[config.mk]
export PLATFORM = sky130hd
export DESIGN_NAME = multi_tick_gen
export DESIGN_NICKNAME = d
export VERILOG_FILES = /design/src/rtl/multi_tick_gen.sv
export SDC_FILE = /design/constraint.sdc
export NUM_CORES = 1
export LEC_CHECK = 0
export BUFFER_PORTS_ARGS = -buffer_cell sky130_fd_sc_hd__buf_2
export CORE_MARGIN = 8
export CORE_UTILIZATION = 35
export DETAILED_ROUTE_END_ITERATION = 6
export PLACE_DENSITY = 0.56
export REMOVE_ABC_BUFFERS = 1
export SLEW_MARGIN = 40
export SYNTH_ARGS = -nofsm -noshare
export SYNTH_HDL_FRONTEND = slang
export SYNTH_SLANG_ARGS = --single-unit
export TNS_END_PERCENT = 20
[constraint.sdc]
create_clock -name clk -period 4.1 [get_ports clk]
set_clock_uncertainty 0.15 [all_clocks]
set_input_delay 0.82 -clock clk [delete_from_list [all_inputs] [get_ports clk]]
set_output_delay 0.82 -clock clk [all_outputs]
set_load 0.1 [all_outputs]
[src/rtl/multi_tick_gen.sv]
// Multi-channel tick generator: shared prescaler feeding per-channel
// divisors, each channel periodic or one-shot with one-cycle strobes.
module multi_tick_gen #(
  parameter int PRESCALE = 10000,
  parameter int N_CH     = 4,
  parameter int DIV_W    = 16
) (
  input  logic                  clk,
  input  logic                  rst_n,
  input  logic                  en,
  input  logic                  clr,
  input  logic [N_CH*DIV_W-1:0] div_in,
  input  logic [N_CH-1:0]       mode,
  input  logic [N_CH-1:0]       start,
  input  logic [N_CH-1:0]       stop,
  output logic                  base_tick,
  output logic [N_CH-1:0]       tick,
  output logic [N_CH-1:0]       busy
);

  localparam int PW = (PRESCALE > 1) ? $clog2(PRESCALE) : 1;
  localparam logic [PW-1:0] PRE_MAX = PW'(PRESCALE - 1);

  typedef enum logic {
    S_IDLE = 1'b0,
    S_RUN  = 1'b1
  } state_t;

  logic [PW-1:0]    r_pre_cnt;
  logic             w_base;

  state_t           r_state [N_CH];
  state_t           w_state [N_CH];
  logic [DIV_W-1:0] r_cnt   [N_CH];
  logic [DIV_W-1:0] w_cnt   [N_CH];
  logic [DIV_W-1:0] r_div   [N_CH];
  logic [DIV_W-1:0] w_div   [N_CH];
  logic [DIV_W-1:0] w_din   [N_CH];
  logic [N_CH-1:0]  r_mode;
  logic [N_CH-1:0]  w_mode;
  logic [N_CH-1:0]  r_tick;
  logic [N_CH-1:0]  w_tick;
  logic [N_CH-1:0]  r_busy;
  logic [N_CH-1:0]  w_busy;

  // Gated by rst_n so PRESCALE=1 cannot strobe during reset
  assign w_base    = rst_n & en & (r_pre_cnt == PRE_MAX);
  assign base_tick = w_base;
  assign tick      = r_tick;
  assign busy      = r_busy;

  always_ff @(posedge clk or negedge rst_n) begin
    if (!rst_n) begin
      r_pre_cnt <= '0;
    end else if (clr) begin
      r_pre_cnt <= '0;
    end else if (en) begin
      r_pre_cnt <= w_base ? '0 : r_pre_cnt + 1'b1;
    end
  end

  always_comb begin
    for (int i = 0; i < N_CH; i++) begin
      w_din[i]   = div_in[i*DIV_W +: DIV_W];
      w_state[i] = r_state[i];
      w_cnt[i]   = r_cnt[i];
      w_div[i]   = r_div[i];
      w_mode[i]  = r_mode[i];
      w_tick[i]  = 1'b0;
      w_busy[i]  = r_busy[i];
      priority case (1'b1)
        clr, stop[i]: begin
          w_state[i] = S_IDLE;
          w_cnt[i]   = '0;
          w_busy[i]  = 1'b0;
        end
        start[i]: begin
          if (w_din[i] != '0) begin
            w_state[i] = S_RUN;
            w_cnt[i]   = '0;
            w_div[i]   = w_din[i];
            w_mode[i]  = mode[i];
            w_busy[i]  = 1'b1;
          end else begin
            w_state[i] = S_IDLE;
            w_cnt[i]   = '0;
            w_busy[i]  = 1'b0;
          end
        end
        (r_state[i] == S_RUN) && w_base: begin
          if (r_cnt[i] == r_div[i] - 1'b1) begin
            w_tick[i] = 1'b1;
            w_cnt[i]  = '0;
            if (r_mode[i]) begin
              if (w_din[i] != '0) w_div[i] = w_din[i];
            end else begin
              w_state[i] = S_IDLE;
              w_busy[i]  = 1'b0;
            end
          end else begin
            w_cnt[i] = r_cnt[i] + 1'b1;
          end
        end
        default: ;
      endcase
    end
  end

  always_ff @(posedge clk or negedge rst_n) begin
    if (!rst_n) begin
      r_mode <= '0;
      r_tick <= '0;
      r_busy <= '0;
      for (int i = 0; i < N_CH; i++) begin
        r_state[i] <= S_IDLE;
        r_cnt[i]   <= '0;
        r_div[i]   <= '0;
      end
    end else begin
      r_mode <= w_mode;
      r_tick <= w_tick;
      r_busy <= w_busy;
      for (int i = 0; i < N_CH; i++) begin
        r_state[i] <= w_state[i];
        r_cnt[i]   <= w_cnt[i];
        r_div[i]   <= w_div[i];
      end
    end
  end

endmodule

==> out/metrics.cfg <==
[synth]
synth_mux_area_share_pct = 2.45
yosys_warnings = 0
synth_seq_area_share_pct = 34.2
synth_edf_count = 0
yosysUniqueCellTypes = 82
syn-cell-area_mm2 = 0.0113
synthArstFlopShare_pct = 100
avgSynthCellArea_um2 = 8.58
synth_compound_area_share_pct = 16.1
synth.ff_latch_count = 154
synth_xor_area_share_pct = 10.3
syn-instance-count = 1313
synth-simple-area-share_pct = 30.6
ys.flop_type = dfrtp_1
synthAdderAreaFrac_pct = 0.999
synth_top_family_by_area = simple AND/OR/NAND/NOR gates

[clocking]
cts_max_level = 4
post_cts_resized = 0
postCtsSetupBuffers = 0
cts_hold_buf = 0
clock-sinks = 154
cts_root_buffer = clkbuf_16
cts.path.max_buffers = 2
cts_buffers = 17
clkTransAtPathRegs_ns = 0.07
clock_latency_ns = 0.44
cts_tree = built

[layout]
diodes = 0
area_growth_pct = 12.2
fin_nets = 1440
layout_common_cells = dfrtp_1, nor3_1, nand3_1, buf_2, nor2_1
drive_gt1_share_pct = 14.4
final_common_cell = dfrtp_1
fin_util_pct = 40.0
num-fill-cells = 3157

[timing]
post-route-period-util_pct = 85.0
rsz0062_at_grt = no
setup_viol = 0
tightest_slew_ns = 0.832
timing.fmax_ghz = 0.287
fin_ws_ns = 0.617
holdWs_ns = 0.270
hold_viol_final = 0
drv_slew = 0
max-slew-margin-rel_pct = 44.1
fin_crit_ns = 3.48

[floorplan]
die_area_mm2 = 0.0382
fp.dieH_um = 195
initial_core_util_pct = 35.6
fp.dieW_um = 195
core_region_area_mm2 = 0.0316
ioPinCount = 89
num_rows = 65

[drt]
drt_wl_total_mm = 31.6
vias = 10300
dr_wl_met3_mm = 1.03
highest_layer = met4
avgViaCountPerCell = 5.84
drt_pass1_iterations = 5
wl_per_cell_um = 17.9
wl_met2_mm = 15.2
drc_errors = 0
drtIter0Drc = 516
met1_length_mm = 15.0
final_antenna_net_count = 0

[grt]
grt_max_degree = 81
grt_pass1_wl_mm = 52.8
grtUsageTotal_pct = 16.5
grt_overflow = 0
antenna_found_initial = 0
grt_pass1_vias = 10200

[setup_path]
worstPathRequired_ns = 4.27
setup.worst_path.end_class = register
cp_max_fo = 16
worstPathArrival_ns = 3.65
ff2ff_path_depth = 9
start_kind = register
crit_type = register to register
rr_startpoint = r_div[32]
startpoint = r_div[32]

[placement]
portBuffers = 88
placement.setup.worst_slack_ns = 0.661
gp_congestion = 0.851
dpl.hpwl_mm = 22.2

[outcome]
status = finished, final reports clean

[power_and_ir_drop]
peakVddDrop_mv = 0.276
p_total_mw = 3.87
p_leak_nw = 4.81
p_per_area_mw_per_mm2 = 306

[run]
maxCapViolations = 0

[min_path]
hp-class = primary input to async pin

final timing paths:
| kind | endpoint | slack, ns |
|---|---|---|
| setup / recovery | r_div[34] | 0.62 |
| hold / removal | r_state[1] | 0.27 |
| setup reg to reg | r_div[34] | 0.62 |
| hold reg to reg | r_mode[1] | 0.37 |
| max in group asynchronous | r_mode[3] | 2.78 |
| min in group clk | r_mode[1] | 0.37 |
through the flow:
| stage | instance area, um2 | TNS (ns) | std cells |
|---|---|---|---|
| 2_1_floorplan | 10800 | -0.0529 | 1212 |
| 3_3_place_gp | 12100 | 0 | 1733 |
| 3_5_place_dp | 12100 | 0 | 1734 |
| 4_1_cts | 12600 | 0 | 1763 |
| 5_1_grt | 12600 | 0 | 1763 |
| 6_report | 12600 | 0 | 1763 |
synth_stat cells, types with 4 or more instances:
cell type	count	area, um2
mux2_1	10	113
or4_1	10	75.1
nor3_1	132	661
dfrtp_1	154	3850
nor3b_1	10	75.1
nor2b_1	9	56.3
buf_1	4	15.0
nor4_1	30	188
o2111ai_1	4	35.0
nand3_1	87	435
xnor2_1	56	490
a311oi_1	34	298
clkbuf_1	78	293
inv_1	50	188
mux2_2	11	124
mux2i_1	4	40.0
nand2b_1	12	75.1
nand2_1	62	233
o211ai_1	7	52.6
nand4b_1	4	35.0
a31o_2	4	35.0
a211oi_1	7	52.6
a31oi_1	7	43.8
o31ai_1	7	52.6
or2_2	5	31.3
or3_1	15	93.8
and2_1	12	75.1
a311o_1	18	180
ha_1	9	113
and4_1	10	87.6
o21ai_0	25	125
nor4_2	9	113
o311ai_1	34	298
nand4_1	36	225
and3_1	62	388
a211o_1	5	43.8
nor2_1	85	319
xor2_1	76	666
nand3b_1	7	52.6
buf_2	15	75.1
a221o_1	16	160
a21oi_1	18	90.1
cell families (layout without fill, tap and decap cells):
logic type,count (synthesis),in the layout
and+or+nand+nor,619,619
AOI/OAI and AO/OA,223,223
DFF,154,154
buffers and inverters,151,199
xor gates and xnor gates,132,132
muxes,25,25
adders and majority gates,9,9
report_power, final:
part	internal, mW	switching (mW)	total (mW)
Clock	0.900	0.650	1.55
Sequential	1.59	0.144	1.74
Combinational	0.241	0.339	0.581
Total	2.74	1.13	3.87
cell type report:
| class | instances | area (um2) | share of cell area (%) |
|---|---|---|---|
| clock buffers | 21 | 450 | 3.56 |
| clock inverters | 8 | 100 | 0.791 |
| inverters | 50 | 188 | 1.48 |
| multi-input cells | 1008 | 6820 | 53.9 |
| flip-flops and latches | 154 | 3860 | 30.5 |
| well taps | 402 | 503 | 3.98 |
| repair buffers | 120 | 734 | 5.81 |
critical path, cell delays in order, from the launching register on:
cell and delay (ns):
dfrtp_1 0.44, inv_1 0.10, ha_1 0.25, or3b_2 0.46, nor4_1 0.23, mux2i_1 0.22, a311oi_1 0.08, or4bb_1 0.51
or2_1 0.48, a311o_1 0.45
routing by layer:
layer | GRT usage (%) | vias up
li1 | - | 5016
met1 | 22.0 | 5070
met2 | 27.5 | 185
met3 | 2.18 | 25
met4 | 4.83 | 0
met5 | 0 | -
registers in the layout, summed over array words and instances (netlist names):
name,count
r_mode,4
r_state,1
busy,3
r_div,64
tick,4
r_pre_cnt,14
r_cnt,64
No activity file was read; power rests on OpenSTA's default activity.
